File: src/rtl/bin_frame_scanner.sv
// Scans a binary frame buffer after each frame-ready edge and reports the set-pixel
// count, bounding box and integer centroid, computed with a sequential divider.
module bin_frame_scanner #(
  parameter int WIDTH   = 4,
  parameter int HEIGHT  = 4,
  parameter int LOGSIZE = 4,
  parameter int LOGW    = 2,
  parameter int LOGH    = 2
) (
  input  logic               clk,
  input  logic               reset,
  input  logic               ready,
  output logic [LOGSIZE-1:0] read_index,
  input  logic               bin_in,
  output logic               busy,
  output logic               done,
  output logic               empty,
  output logic [LOGSIZE:0]   count,
  output logic [LOGW-1:0]    min_x,
  output logic [LOGW-1:0]    max_x,
  output logic [LOGH-1:0]    min_y,
  output logic [LOGH-1:0]    max_y,
  output logic [LOGW-1:0]    cent_x,
  output logic [LOGH-1:0]    cent_y
);

  localparam int N    = WIDTH * HEIGHT;
  localparam int DIVN = (LOGW > LOGH) ? LOGW : LOGH;
  localparam int SXW  = LOGW + LOGSIZE + 1;
  localparam int SYW  = LOGH + LOGSIZE + 1;
  localparam int DW   = ((SXW > SYW) ? SXW : SYW) + DIVN;
  localparam int DCW  = $clog2(DIVN + 1) + 1;
  localparam logic [LOGSIZE-1:0] LAST_IDX = LOGSIZE'(N - 1);

  typedef enum logic [2:0] {IDLE, SCAN, DRAIN, DIV, DONE} state_t;

  state_t state, state_nxt;

  logic               ready_q;
  logic               start;
  logic [LOGSIZE-1:0] idx;
  logic [LOGSIZE-1:0] pix_idx;
  logic               pix_valid;
  logic [LOGW-1:0]    pix_x;
  logic [LOGH-1:0]    pix_y;

  logic [LOGSIZE:0]   acc_count;
  logic [SXW-1:0]     sum_x;
  logic [SYW-1:0]     sum_y;
  logic [LOGW-1:0]    acc_min_x, acc_max_x;
  logic [LOGH-1:0]    acc_min_y, acc_max_y;

  logic [DW-1:0]      rem_x, rem_y, dsr;
  logic [DIVN-1:0]    q_x, q_y, q_x_nxt, q_y_nxt;
  logic [DCW-1:0]     div_cnt;
  logic               x_ge, y_ge;
  logic               last_div;

  always_comb begin
    start      = ready && !ready_q;
    state_nxt  = state;
    busy       = 1'b0;
    done       = 1'b0;
    read_index = '0;
    case (state)
      IDLE: if (start) state_nxt = SCAN;
      SCAN: begin
        busy       = 1'b1;
        read_index = idx;
        if (idx == LAST_IDX) state_nxt = DRAIN;
      end
      DRAIN: begin
        busy       = 1'b1;
        read_index = idx;
        state_nxt  = DIV;
      end
      DIV: begin
        busy = 1'b1;
        if (last_div) state_nxt = DONE;
      end
      DONE: begin
        done      = 1'b1;
        state_nxt = IDLE;
      end
      default: state_nxt = IDLE;
    endcase
  end

  always_comb begin
    pix_x    = LOGW'(32'(pix_idx) % WIDTH);
    pix_y    = LOGH'(32'(pix_idx) / WIDTH);
    x_ge     = rem_x >= dsr;
    y_ge     = rem_y >= dsr;
    q_x_nxt  = DIVN'({q_x, x_ge});
    q_y_nxt  = DIVN'({q_y, y_ge});
    last_div = div_cnt == DCW'(DIVN);
  end

  always_ff @(posedge clk or negedge reset) begin
    if (!reset) begin
      state     <= IDLE;
      ready_q   <= 1'b0;
      idx       <= '0;
      pix_idx   <= '0;
      pix_valid <= 1'b0;
    end else begin
      state     <= state_nxt;
      ready_q   <= ready;
      pix_valid <= (state == SCAN);
      pix_idx   <= idx;
      case (state)
        SCAN:    if (idx != LAST_IDX) idx <= idx + 1'b1;
        DRAIN:   idx <= idx;
        default: idx <= '0;
      endcase
    end
  end

  // bin_in belongs to the index driven one cycle earlier, tracked by pix_idx/pix_valid
  always_ff @(posedge clk or negedge reset) begin
    if (!reset) begin
      acc_count <= '0;
      sum_x     <= '0;
      sum_y     <= '0;
      acc_min_x <= '0;
      acc_max_x <= '0;
      acc_min_y <= '0;
      acc_max_y <= '0;
    end else if (state == IDLE && start) begin
      acc_count <= '0;
      sum_x     <= '0;
      sum_y     <= '0;
      acc_min_x <= '1;
      acc_max_x <= '0;
      acc_min_y <= '1;
      acc_max_y <= '0;
    end else if (pix_valid && bin_in) begin
      acc_count <= acc_count + 1'b1;
      sum_x     <= sum_x + SXW'(pix_x);
      sum_y     <= sum_y + SYW'(pix_y);
      if (pix_x < acc_min_x) acc_min_x <= pix_x;
      if (pix_x > acc_max_x) acc_max_x <= pix_x;
      if (pix_y < acc_min_y) acc_min_y <= pix_y;
      if (pix_y > acc_max_y) acc_max_y <= pix_y;
    end
  end

  // First DIV cycle loads the divider; DIVN compare-subtract steps follow, MSB first
  always_ff @(posedge clk or negedge reset) begin
    if (!reset) begin
      rem_x   <= '0;
      rem_y   <= '0;
      dsr     <= '0;
      q_x     <= '0;
      q_y     <= '0;
      div_cnt <= '0;
    end else if (state == DIV) begin
      div_cnt <= div_cnt + 1'b1;
      if (div_cnt == '0) begin
        rem_x <= DW'(sum_x);
        rem_y <= DW'(sum_y);
        dsr   <= DW'(acc_count) << (DIVN - 1);
        q_x   <= '0;
        q_y   <= '0;
      end else if (acc_count != '0) begin
        if (x_ge) rem_x <= rem_x - dsr;
        if (y_ge) rem_y <= rem_y - dsr;
        q_x <= q_x_nxt;
        q_y <= q_y_nxt;
        dsr <= dsr >> 1;
      end
    end else begin
      div_cnt <= '0;
    end
  end

  always_ff @(posedge clk or negedge reset) begin
    if (!reset) begin
      empty  <= 1'b1;
      count  <= '0;
      min_x  <= '0;
      max_x  <= '0;
      min_y  <= '0;
      max_y  <= '0;
      cent_x <= '0;
      cent_y <= '0;
    end else if (state == DIV && last_div) begin
      count <= acc_count;
      if (acc_count == '0) begin
        empty  <= 1'b1;
        min_x  <= '0;
        max_x  <= '0;
        min_y  <= '0;
        max_y  <= '0;
        cent_x <= '0;
        cent_y <= '0;
      end else begin
        empty  <= 1'b0;
        min_x  <= acc_min_x;
        max_x  <= acc_max_x;
        min_y  <= acc_min_y;
        max_y  <= acc_max_y;
        cent_x <= LOGW'(q_x_nxt);
        cent_y <= LOGH'(q_y_nxt);
      end
    end
  end

endmodule

File: config.mk
export PLATFORM = sky130hd
export DESIGN_NAME = bin_frame_scanner
export DESIGN_NICKNAME = d
export VERILOG_FILES = /design/src/rtl/bin_frame_scanner.sv
export SDC_FILE = /design/constraint.sdc
export NUM_CORES = 1
export LEC_CHECK = 0
export ABC_AREA = 1
export BUFFER_PORTS_ARGS = -buffer_cell sky130_fd_sc_hd__buf_4
export CORE_UTILIZATION = 30
export CTS_CLUSTER_SIZE = 25
export DETAILED_ROUTE_END_ITERATION = 10
export MAX_ROUTING_LAYER = met4
export PLACE_DENSITY_LB_ADDON = 0.12
export SYNTH_ARGS = -nofsm -noshare
export SYNTH_HDL_FRONTEND = slang
export SYNTH_SLANG_ARGS = --single-unit
File: constraint.sdc
create_clock -name clk -period 4.6 [get_ports clk]
set_clock_uncertainty 0.1 [all_clocks]
set_input_delay 0.69 -clock clk [delete_from_list [all_inputs] [get_ports clk]]
set_output_delay 0.69 -clock clk [all_outputs]
set_load 0.005 [all_outputs]
After elaboration in Yosys (flattened, before gate mapping)
Cells that the tools add are included.
Widths: inputs -> output; s select.
{"block": "op_classes", "mux": 47, "reduce_logical": 28, "n_lt_le_gt_ge": 6, "bitwise": 1, "n_eq_ne": 11, "n_addsub": 7}
{"operator": "$mux 9", "count": 8}
{"operator": "$mux 2", "count": 18}
{"operator": "$mux 7", "count": 4}
{"operator": "$ge 9x9->1", "count": 2}
{"operator": "$sub 9x9->9", "count": 2}
{"operator": "$reduce_bool 2->1", "count": 8}
{"operator": "$add 7x2->7", "count": 2}
{"operator": "$mux 3", "count": 4}
{"operator": "$pmux 3 s4", "count": 1}
{"operator": "$reduce_and 2->1", "count": 6}
{"operator": "$mux 5", "count": 2}
{"operator": "$eq 3x2->1 const B", "count": 3}
{"operator": "$reduce_and 3->1", "count": 3}
{"operator": "$mux 4", "count": 2}
{"operator": "$pmux 4 s2", "count": 1}
{"operator": "$mux 1", "count": 7}
{"operator": "$logic_not 3->1", "count": 2}
{"operator": "$ne 2x2->1 const B", "count": 3}
{"operator": "$add 5x1->5 const B", "count": 1}
{"operator": "$logic_not 5->1", "count": 1}
{"operator": "$reduce_bool 5->1", "count": 1}
{"operator": "$add 4x1->4 const B", "count": 1}
{"operator": "$eq 4x4->1 const B", "count": 1}
{"operator": "$gt 2x2->1", "count": 2}
{"operator": "other kinds (11)", "count": 15}
{"block": "word_totals", "reg_bits": 90, "wordCells": 126}

Longest topological paths before layout
{"block": "logic_depth", "ltp_word": 5, "mapped_depth": 13, "mapped_depth_nobuf": 12}

Worst setup path after synthesis
OpenSTA, ideal clock, no wires.
{"block": "synth_path", "kind": "register to output", "startpoint": "register state[0]", "endpoint": "output port read_index[0]", "path_buffers": 0, "path_stages_with_launch": 6, "arrival_time_ns": 0.925, "slack_ns": 2.885, "cell_sequence": "dfrtp_1 nor2_1 nand2_1 nand2_1 inv_1 nor2_1"}
{"block": "synth_between", "elab_chain_len": 3, "word_cells_on_any_way": 4}
{"element": "start, declared", "line": "37", "source": "state_t state, state_nxt;"}
{"element": "start signal, assigned", "line": "107", "source": "state <= state_nxt;"}
{"element": "$eq 3x1->1 or $eq 3x2->1 (tied branches)", "line": "65", "source": "case (state)"}
{"element": "$reduce_or 2->1 (no source line) (*)"}
{"element": "$mux 4 (*)", "line": "65"}
{"element": "end, declared", "line": "13", "source": "output logic [LOGSIZE-1:0] read_index,"}
Mark *: on every way between the ends. The rest lies on a longest branch, timed or not.

Worst setup path in the final report
Same ends and word-level chain as after synthesis.

==> flow_summary_export.csv <==
group,metric,value,unit
power_and_ir_drop,vdd_drop_max,287,uV
floorplan,dieArea,0.0177,sq mm
placement,gp_congestion,0.915,
power_and_ir_drop,pwr-share-comb,49.3,%
synthesis,ys.flop_type,"dfrtp_1",
synthesis,synth_area_leaders,"dfrtp_1 42%, nand2_1 11%, inv_1 7.4%",
placement,dp_hpwl,9.00,mm
critical_path,arrival,1520,ps
global_routing,grt_pass1_wl,20.9,mm
floorplan,die_w,133,microns
critical_path,reg2reg_setup_slack,2350,ps
synthesis,synth.top_cell.area_share,41.8,%
outcome,outcome,"completed",
critical_path,crit_type,"register to primary output",
detailed_routing,ant_nets,0,
floorplan,ioPinCount,28,
clock_tree,htree_levels,3,
synthesis,synth_seq_cells,87,
critical_path,end_kind,"primary output",
detailed_routing,drc,0,
power_and_ir_drop,power_frac_seq,30.5,%
critical_path,critPathMaxFanout,5,
clock_tree,cts_hold_buffers,0,
critical_path,startpoint_type,"register",
floorplan,core.rowCount,47,
synthesis,synth_cell_types,39,
clock_tree,clock-sinks,87,
synthesis,synth_warnings,0,
timing,min_period,2310,ps
detailed_routing,vias,4195,
clock_tree,cts_buffers,9,
detailed_routing,drt-met1-wl,6.07,mm
timing,tightest_slew,810,ps
timing,setup_tns,0,ps
clock_tree,postCtsSetupRepairBufs,0,
critical_path,critPathSlowestCell,"dfrtp_1",
floorplan,dieHeight,133,microns
detailed_routing,dr.first_iter.drc_count,262,
floorplan,initial_utilization,30.9,%
power_and_ir_drop,pwr-share-clk,20.2,%
detailed_routing,top_layer_used,"met4",
global_routing,antenna_found_initial,0,
power_and_ir_drop,power.density,664,mW/mm^2
synthesis,syn_area,0.00515,sq mm
placement,port_buffers,27,
critical_path,cpPeakStageDelay,450,ps
global_routing,first_global_vias,4080,
detailed_routing,wl_per_cell,14.0,microns
synthesis,netlist_instances,641,
run,cap_viol_max_count,0,
synthesis,async_flop_share,100,%
global_routing,grt_usage,15.7,%
detailed_routing,met3_length,413,microns
power_and_ir_drop,leakage,0.00307,uW
synthesis,syn_area_per_cell,8.03,sq um
final_layout,stdcell_area,0.00585,sq mm
detailed_routing,routed_wl,12.4,mm
placement,placed_cell_area,0.00554,sq mm
detailed_routing,via_per_inst,4.71,
critical_path,rr_endpoint,"dsr[1]",
synthesis,synth_edf_count,0,
synthesis,yosysSeqAreaShare,42.3,%
timing,period_share,50.1,%
clock_tree,clkTransAtPathRegs,60,ps
timing,clock.fmax,0.434,GHz
critical_path,worstPathCellList,"nor2_1 > nand2_1 > nand2_1 > inv_1 > nor2_1 > buf_4",
global_routing,grt_overflow,0,
timing,whs,312,ps
clock_tree,ctsResizeCount,0,
detailed_routing,first_pass_iters,5,
timing,setup_viol,0,
min_path,hp-start,"idx[3]",
timing,finalMaxSlewViolations,0,
min_path,whs_path_depth,0,
min_path,min_path_type,"register to register",
clock_tree,clockBufferDepth,2,
detailed_routing,met2_length,5.80,mm
synthesis,yosys.area.top_type,"dfrtp_1",
clock_tree,clk_latency,350,ps
final_layout,fin_nets,702,
critical_path,worstReg2RegStart,"div_cnt[0]",
clock_tree,cts_tree,"yes",
power_and_ir_drop,sw_frac_of_total,45.3,%
critical_path,r2r_cells,8,
final_layout,syn_to_final_growth,13.7,%
min_path,min_to,"pix_idx[3]",
synthesis,synth_nets,677,
timing,rsz0062_at_grt,"no",
final_layout,drive_above_1_share,13.7,%
floorplan,core,0.0166,sq mm
clock_tree,cts-root-buf,"clkbuf_16",
global_routing,grt_max_degree,61,
power_and_ir_drop,switching_power,1760,uW
timing,max_slew_margin,46.0,%
final_layout,n_antenna_cell,0,
timing,hold_violations,0,
power_and_ir_drop,p_int,2120,uW
critical_path,required,3810,ps
[area by class of cell]
class                      count  area (sq um)
clock buffer                  12           267
timing repair buffer          28           210
tap                          220           275
clock inverter                 4          51.3
fill                        1709         10800
inverter                     107           405
multi-input combinational    433          2470
sequential                    87          2180
[registers in the layout, summed over array words and instances (netlist names), 3 cells and up]
signal / flops
rem_x: 9
rem_y: 9
sum_x: 7
sum_y: 7
dsr: 6
acc_count: 5
count: 5
idx: 4
pix_idx: 4
div_cnt: 3
state: 3
[layer usage]
metal	GRT usage, %	up-vias
li1	-	2127
met1	20.1	1992
met2	24.9	67
met3	3.14	9
met4	4.73	0
met5	-	-
[synth_stat cells (5+ instances only)]
| library cell | n |
|---|---|
| o211ai_1 | 5 |
| dfrtp_1 | 86 |
| o21ai_1 | 6 |
| nor2_1 | 40 |
| ha_1 | 28 |
| buf_2 | 9 |
| nand3_1 | 55 |
| nand4_1 | 14 |
| o21ai_2 | 15 |
| o21ai_0 | 39 |
| nor3_1 | 10 |
| inv_1 | 101 |
| a21oi_1 | 19 |
| nand2_2 | 8 |
| nand2_1 | 150 |
| xor2_1 | 5 |
| nand2_4 | 6 |
[critical path, delay by kind of cell (launching register included)]
kind | cells | cell delay [ps]
simple gates | 4 | 500
buf+inv | 2 | 210
flops | 1 | 450
[worst max-delay path by stage]
stage | from | end | slack [ps] | cells past startpoint
floorplan | state[0] | read_index[0] | 2890 | 5
global placement | ready | sum_y[0] | 2170 | 8
detailed placement | ready | sum_y[0] | 2140 | 8
CTS | div_cnt[0] | dsr[4] | 2270 | 8
global route | div_cnt[0] | dsr[1] | 2060 | 8
finish | state[0] | read_index[0] | 2290 | 6
[cells by family after synthesis]
| group | synth area share (%) |
|---|---|
| AO/OA/AOI/OAI | 12.0 |
| AND/OR/NAND/NOR | 26.5 |
| flip-flops | 42.3 |
| XOR/XNOR | 1.02 |
| adder cells (fa/ha/maj) | 8.36 |
| buffers and inverters | 9.77 |
[placed cells by master, fill, tap and decap left out, types with 4 or more instances in the layout]
cell,synthesis,routed
dfrtp_1,86,86
nand2_4,6,6
o21ai_2,15,15
o211ai_1,5,5
clkbuf_16,0,9
nand2_2,8,8
inv_2,4,4
nor2_1,40,40
nor3_1,10,10
o21ai_1,6,6
buf_4,1,28
nand4_1,14,14
inv_1,101,101
nand3_1,55,55
a21boi_0,4,4
xor2_1,5,5
nand2_1,150,150
ha_1,28,28
a21oi_1,19,19
o21ai_0,39,39
fa_1,4,4
[through the flow]
stage               utilization [%]  cells  worst slack [ps]  total power [uW]
floorplan                         -    641              2890              2620
global placement               33.3    875              2170              3090
detailed placement             33.3    875              2140              3100
CTS                            35.2    891              2270              3920
global route                   35.2    891              2060              4260
finish                         35.2    891              2290              3880
[power by group through the flow]
stage / clock, uW / sequential (uW) / combinational, uW
final: 785 / 1180 / 1920
after global routing: 834 / 1210 / 2210
after floorplan: 0 / 1130 / 1480
after detailed placement: 0 / 1200 / 1910
after CTS: 809 / 1190 / 1930
after global placement: 0 / 1200 / 1890
No activity file was read; power rests on OpenSTA's default activity.
